`src/rtl/stream_accumulator_if.sv`:
```
`default_nettype none
// ============================================================================
// Module   : stream_accumulator_if
// Brief    : Operand-beat input stream and packet-result output stream
//            bundled for the stream accumulator.
// Revision : 1.0 - initial release
// ============================================================================
interface stream_accumulator_if #(
    parameter int WIDTH     = 8,
    parameter int ACC_WIDTH = 16,
    parameter int CNT_WIDTH = 8
) ();
    logic                 in_valid;
    logic                 in_ready;
    logic [WIDTH-1:0]     in_data;
    logic                 in_last;
    logic                 out_valid;
    logic                 out_ready;
    logic [ACC_WIDTH-1:0] out_data;
    logic [CNT_WIDTH-1:0] out_count;
    logic                 out_overflow;

    // Producer of operand beats and consumer of results
    modport master (
        output in_valid, in_data, in_last, out_ready,
        input  in_ready, out_valid, out_data, out_count, out_overflow
    );

    // The accumulator itself
    modport slave (
        input  in_valid, in_data, in_last, out_ready,
        output in_ready, out_valid, out_data, out_count, out_overflow
    );
endinterface
`default_nettype wire

```
`src/rtl/stream_accumulator.sv`:
```
`default_nettype none
// ============================================================================
// Module   : stream_accumulator
// Brief    : Sums a variable-length packet of signed operands into a wider
//            accumulator and returns one result per packet with beat count
//            and a sticky overflow flag. Saturating or wrapping add.
// Revision : 1.0 - initial release
// ============================================================================
module stream_accumulator #(
    parameter int WIDTH     = 8,
    parameter int ACC_WIDTH = 16,
    parameter int CNT_WIDTH = 8,
    parameter bit SATURATE  = 1'b1
) (
    input  wire logic               clk,
    input  wire logic               rst_n,
    input  wire logic               clear,
    stream_accumulator_if.slave     bus
);
    typedef enum logic [1:0] {
        S_IDLE  = 2'd0,
        S_ACCUM = 2'd1,
        S_DONE  = 2'd2
    } state_t;

    localparam logic signed [ACC_WIDTH-1:0] c_ACC_MAX = {1'b0, {(ACC_WIDTH-1){1'b1}}};
    localparam logic signed [ACC_WIDTH-1:0] c_ACC_MIN = {1'b1, {(ACC_WIDTH-1){1'b0}}};
    localparam logic [CNT_WIDTH-1:0]        c_CNT_MAX = {CNT_WIDTH{1'b1}};
    localparam logic [CNT_WIDTH-1:0]        c_CNT_ONE = CNT_WIDTH'(1);

    state_t                      r_state;
    logic signed [ACC_WIDTH-1:0] r_acc;
    logic [CNT_WIDTH-1:0]        r_count;
    logic                        r_ovf;
    logic                        r_in_ready;
    logic                        r_out_valid;

    logic signed [WIDTH-1:0]     w_in;
    logic signed [ACC_WIDTH-1:0] w_ext;
    logic signed [ACC_WIDTH:0]   w_sum;
    logic                        w_add_ovf;
    logic signed [ACC_WIDTH-1:0] w_add_res;
    logic                        w_beat;
    logic                        w_take;

    assign w_in   = bus.in_data;
    assign w_ext  = ACC_WIDTH'(w_in);
    assign w_beat = bus.in_valid && r_in_ready;
    assign w_take = r_out_valid && bus.out_ready;

    // One guard bit: the top two bits of the widened sum disagree on overflow
    assign w_sum     = (ACC_WIDTH+1)'(r_acc) + (ACC_WIDTH+1)'(w_ext);
    assign w_add_ovf = w_sum[ACC_WIDTH] ^ w_sum[ACC_WIDTH-1];

    generate
        if (SATURATE) begin : g_saturate
            // The guard bit holds the true sign, so it picks the clamp rail
            assign w_add_res = w_add_ovf ? (w_sum[ACC_WIDTH] ? c_ACC_MIN : c_ACC_MAX)
                                         : w_sum[ACC_WIDTH-1:0];
        end else begin : g_wrap
            assign w_add_res = w_sum[ACC_WIDTH-1:0];
        end
    endgenerate

    // Packet FSM; handshake flags are registered alongside the next state
    always_ff @(posedge clk or negedge rst_n) begin
        if (!rst_n) begin
            r_state     <= S_IDLE;
            r_acc       <= '0;
            r_count     <= '0;
            r_ovf       <= 1'b0;
            r_in_ready  <= 1'b0;
            r_out_valid <= 1'b0;
        end else if (clear) begin
            r_state     <= S_IDLE;
            r_acc       <= '0;
            r_count     <= '0;
            r_ovf       <= 1'b0;
            r_in_ready  <= 1'b1;
            r_out_valid <= 1'b0;
        end else begin
            case (r_state)
                S_IDLE: begin
                    // Raises in_ready on the first edge after reset release
                    r_in_ready <= 1'b1;
                    if (w_beat) begin
                        r_acc   <= w_ext;
                        r_count <= c_CNT_ONE;
                        r_ovf   <= 1'b0;
                        if (bus.in_last) begin
                            r_state     <= S_DONE;
                            r_in_ready  <= 1'b0;
                            r_out_valid <= 1'b1;
                        end else begin
                            r_state <= S_ACCUM;
                        end
                    end
                end
                S_ACCUM: begin
                    if (w_beat) begin
                        r_acc   <= w_add_res;
                        r_count <= (r_count == c_CNT_MAX) ? r_count : r_count + c_CNT_ONE;
                        r_ovf   <= r_ovf | w_add_ovf;
                        if (bus.in_last) begin
                            r_state     <= S_DONE;
                            r_in_ready  <= 1'b0;
                            r_out_valid <= 1'b1;
                        end
                    end
                end
                S_DONE: begin
                    if (w_take) begin
                        r_state     <= S_IDLE;
                        r_acc       <= '0;
                        r_count     <= '0;
                        r_ovf       <= 1'b0;
                        r_in_ready  <= 1'b1;
                        r_out_valid <= 1'b0;
                    end
                end
                default: begin
                    r_state     <= S_IDLE;
                    r_in_ready  <= 1'b1;
                    r_out_valid <= 1'b0;
                end
            endcase
        end
    end

    assign bus.in_ready     = r_in_ready;
    assign bus.out_valid    = r_out_valid;
    assign bus.out_data     = r_acc;
    assign bus.out_count    = r_count;
    assign bus.out_overflow = r_ovf;
endmodule
`default_nettype wire

```
`src/flat_wrapper.sv`:
```
// flat-port wrapper written by rule: the top's interface ports become plain ports
module stream_accumulator_flat 
#(
    parameter int WIDTH     = 8,
    parameter int ACC_WIDTH = 16,
    parameter int CNT_WIDTH = 8,
    parameter bit SATURATE  = 1'b1
)
  (clk, rst_n, clear, bus_in_valid, bus_in_data, bus_in_last, bus_out_ready, bus_in_ready, bus_out_valid, bus_out_data, bus_out_count, bus_out_overflow);
  stream_accumulator_if #(.WIDTH(WIDTH), .ACC_WIDTH(ACC_WIDTH), .CNT_WIDTH(CNT_WIDTH)) bus_i ();
  input  wire logic clk;
  input  wire logic rst_n;
  input  wire logic clear;
  input wire logic [$bits(bus_i.in_valid)-1:0] bus_in_valid;
  input wire logic [$bits(bus_i.in_data)-1:0] bus_in_data;
  input wire logic [$bits(bus_i.in_last)-1:0] bus_in_last;
  input wire logic [$bits(bus_i.out_ready)-1:0] bus_out_ready;
  output wire logic [$bits(bus_i.in_ready)-1:0] bus_in_ready;
  output wire logic [$bits(bus_i.out_valid)-1:0] bus_out_valid;
  output wire logic [$bits(bus_i.out_data)-1:0] bus_out_data;
  output wire logic [$bits(bus_i.out_count)-1:0] bus_out_count;
  output wire logic [$bits(bus_i.out_overflow)-1:0] bus_out_overflow;
  assign bus_i.in_valid = bus_in_valid;
  assign bus_i.in_data = bus_in_data;
  assign bus_i.in_last = bus_in_last;
  assign bus_i.out_ready = bus_out_ready;
  assign bus_in_ready = bus_i.in_ready;
  assign bus_out_valid = bus_i.out_valid;
  assign bus_out_data = bus_i.out_data;
  assign bus_out_count = bus_i.out_count;
  assign bus_out_overflow = bus_i.out_overflow;
  stream_accumulator #(.WIDTH(WIDTH), .ACC_WIDTH(ACC_WIDTH), .CNT_WIDTH(CNT_WIDTH), .SATURATE(SATURATE)) u_core (.clk(clk), .rst_n(rst_n), .clear(clear), .bus(bus_i));
endmodule
```
`config.mk`:
```
export PLATFORM = sky130hd
export DESIGN_NAME = stream_accumulator_flat
export DESIGN_NICKNAME = d
export VERILOG_FILES = /design/src/rtl/stream_accumulator_if.sv /design/src/rtl/stream_accumulator.sv /design/src/flat_wrapper.sv
export SDC_FILE = /design/constraint.sdc
export NUM_CORES = 1
export LEC_CHECK = 0
export CORE_AREA = 2 2 75 77
export DETAILED_ROUTE_END_ITERATION = 10
export DIE_AREA = 0 0 77 79
export MAX_ROUTING_LAYER = met4
export PLACE_DENSITY_LB_ADDON = 0.3
export SETUP_SLACK_MARGIN = 0.15
export SLEW_MARGIN = 20
export SYNTH_ARGS = -nofsm -noshare
export SYNTH_HDL_FRONTEND = slang
export SYNTH_SLANG_ARGS = --single-unit
```
`constraint.sdc`:
```
create_clock -name clk -period 3.55 [get_ports clk]
set_clock_uncertainty 0.1 [all_clocks]
set_input_delay 0.5325 -clock clk [delete_from_list [all_inputs] [get_ports clk]]
set_output_delay 0.5325 -clock clk [all_outputs]
set_load 0.05 [all_outputs]
```
==> results.cfg <==
[status]
status = finished clean

[synth]
ys_warn_count = 0
synthFlopType = dfrtp_1
synth_edf_count = 0
synth_seq_cells = 29
yosys.cell_types.count = 55
synth_seq_area_share_pct = 31.2
async_flop_share_pct = 100
avgSynthCellArea_um2 = 8.82
synth_fp_nets = 299
syn_area_um2 = 2330
syn_inst = 264

[place]
portBuffers = 40
dp.final_hpwl_um = 4050
place_area_um2 = 2850
gp_congestion = 0.839

[drt]
routed_wl_um = 5570
dr.first_iter.drc_count = 91
drtAntennaViolNets = 0
num_vias = 2149
wl_per_cell_um = 14.5
detail_route.vias_per_cell = 5.58
drc = 0
drt-pass1-iter-count = 4

[clock_tree]
root_buffer = clkbuf_8
cts_setup_buffers = 0
clk_latency_ns = 0.28
numCtsBuffers = 5
h-tree-depth = 2
postCtsHoldBufs = 0
cts.path.max_buffers = 2
clk_pin_slew_worst_paths_ns = 0.07
cts_tree = done
clock-sinks = 29
cts-resized-gates = 0

[global_routing]
grt_use_total_pct = 19.8
grt_pass1_wl_um = 9550
grt_max_degree = 30
antenna_found_initial = 0
grt_pass1_vias = 2128
grt-ovfl-total = 0

[timing]
rsz0062_at_grt = false
final_hold_viol_count = 0
max_freq_mhz = 307
period_share_pct = 91.9
min_period_ns = 3.26
whs_ns = 0.421
finalSetupViolCount = 0
slew_headroom_pct = 60.3
final.setup.tns_ns = 0
tightest_slew_ns = 0.595
slew_violations = 0

[cells_and_area]
area_growth_syn_to_layout_pct = 28.2
fill_cells = 520
final_area_um2 = 2990
mostFrequentLayoutCells = clkdlybuf4s50_1, dfrtp_1, nor2_1
layout.nets = 347
utilization_pct = 55.9
drive_above_1_share_pct = 8.95
layout_commonest_cell = clkdlybuf4s50_1
insertedDiodeCount = 0

[setup_path]
rr_worst_depth = 8
crit_required_ns = 3.63
end_kind = register
cp-start-kind = primary input
rr_endpoint = u_core.bus.out_data[6]
cpPeakStageDelay_ns = 0.61
path_class = primary input to register
r2r_slack_ns = 0.65
timing.rr.start = u_core.bus.out_data[4]
critical_path.cell_chain = clkdlybuf4s50_1 > ha_1 > a21o_1 > a32oi_1 > o21ai_2 > a211o_4 > a211oi_4 > a21oi_1 > a211oi_1
crit_path_top_delay_cell = clkdlybuf4s50_1
worstPathArrival_ns = 3.35
cp_max_fo = 7

[min_path]
min_path_type = register to register
whs_path_depth = 2
holdPathEnd = u_core.bus.out_data[9]
min_from = u_core.bus.out_data[9]

[floorplan]
die-area_um2 = 6080
die_w_um = 77
core-area_um2 = 5340
ios = 41
fp-row-count = 27
initial_core_util_pct = 43.6
die_h_um = 79

[run]
cap_violations = 0

[pwr]
ir_drop_mv = 0.421
leakage_nw = 1.30
p_per_area_nw_per_um2 = 865
-- flip-flops by register name, summed over array words and instances (netlist names) --
register,cells
u_core.bus.in_ready,1
u_core.bus.out_count,8
u_core.bus.out_data,16
u_core.bus.out_overflow,1
u_core.bus.out_valid,1
u_core.r_state,2
-- logic make-up after synthesis --
group	count (synthesis)	synth area share (%)
AOI/OAI and AO/OA	95	29.4
and+or+nand+nor	89	18.6
DFF	29	31.2
adders and majority gates	21	11.6
xor gates and xnor gates	17	6.72
buffers and inverters	12	1.99
muxes	1	0.484
-- per-stage QoR --
step                      worst slack (ns)  instances  total power, mW
after floorplan                      0.476        264             1.71
after global placement               0.161        377             2.14
after detailed placement            0.0870        377             2.16
after CTS                            0.326        385             2.59
after global routing                 0.156        385             2.77
final                                0.289        385             2.58
-- critical path, delay by kind of cell --
kind	cells	cell delay [ns]
adder cells (fa/ha/maj)	1	0.35
AO/OA/AOI/OAI	7	1.85
buffers and inverters	1	0.61
-- routing by layer --
layer	share of wire (%)	routed length [um]	GRT usage, %	up-vias
met2	46	2580	32.8	54
met5	0	0	-	-
met1	48	2650	24.9	1012
met4	0.83	46	5.54	0
met3	5.3	296	3.98	4
li1	-	-	-	1079
-- layout make-up --
| type | count | area, um^2 | area share, % |
|---|---|---|---|
| Multi-Input combinational cell | 223 | 1560 | 52.1 |
| Clock buffer | 5 | 68.8 | 2.31 |
| Sequential cell | 29 | 726 | 24.3 |
| Inverter | 5 | 18.8 | 0.629 |
| Timing Repair Buffer | 48 | 460 | 15.4 |
| Clock inverter | 3 | 65.1 | 2.18 |
| Tap cell | 72 | 90.1 | 3.02 |
-- synthesized netlist by cell type, drive strengths merged (5+ instances only) --
| master | number | area, um^2 |
|---|---|---|
| ha | 20 | 250 |
| xnor2 | 10 | 95.1 |
| xor2 | 7 | 61.3 |
| clkbuf | 6 | 22.5 |
| o21ai | 19 | 98.8 |
| nor2 | 28 | 105 |
| nor2b | 9 | 56.3 |
| inv | 5 | 18.8 |
| a21oi | 24 | 120 |
| nand2 | 24 | 90.1 |
| dfrtp | 29 | 726 |
| a211oi | 12 | 108 |
| a21o | 8 | 60.1 |
-- worst max path at each step --
stage                                 from                       to  depth (start not counted)
floorplan           u_core.bus.out_data[0]  u_core.bus.out_data[10]                          9
global placement            bus_in_data[7]   u_core.bus.out_data[4]                          9
detailed placement          bus_in_data[7]   u_core.bus.out_data[6]                          9
CTS                         bus_in_data[7]   u_core.bus.out_data[6]                          9
global route                bus_in_data[7]   u_core.bus.out_data[5]                          9
finish                      bus_in_data[7]   u_core.bus.out_data[6]                          9
-- where the power goes --
group	switching [mW]	internal, mW	total (mW)
sequential	0.0938	0.430	0.523
combinational	1.02	0.625	1.64
clock	0.136	0.279	0.415
(Power assumes the default switching activity.)
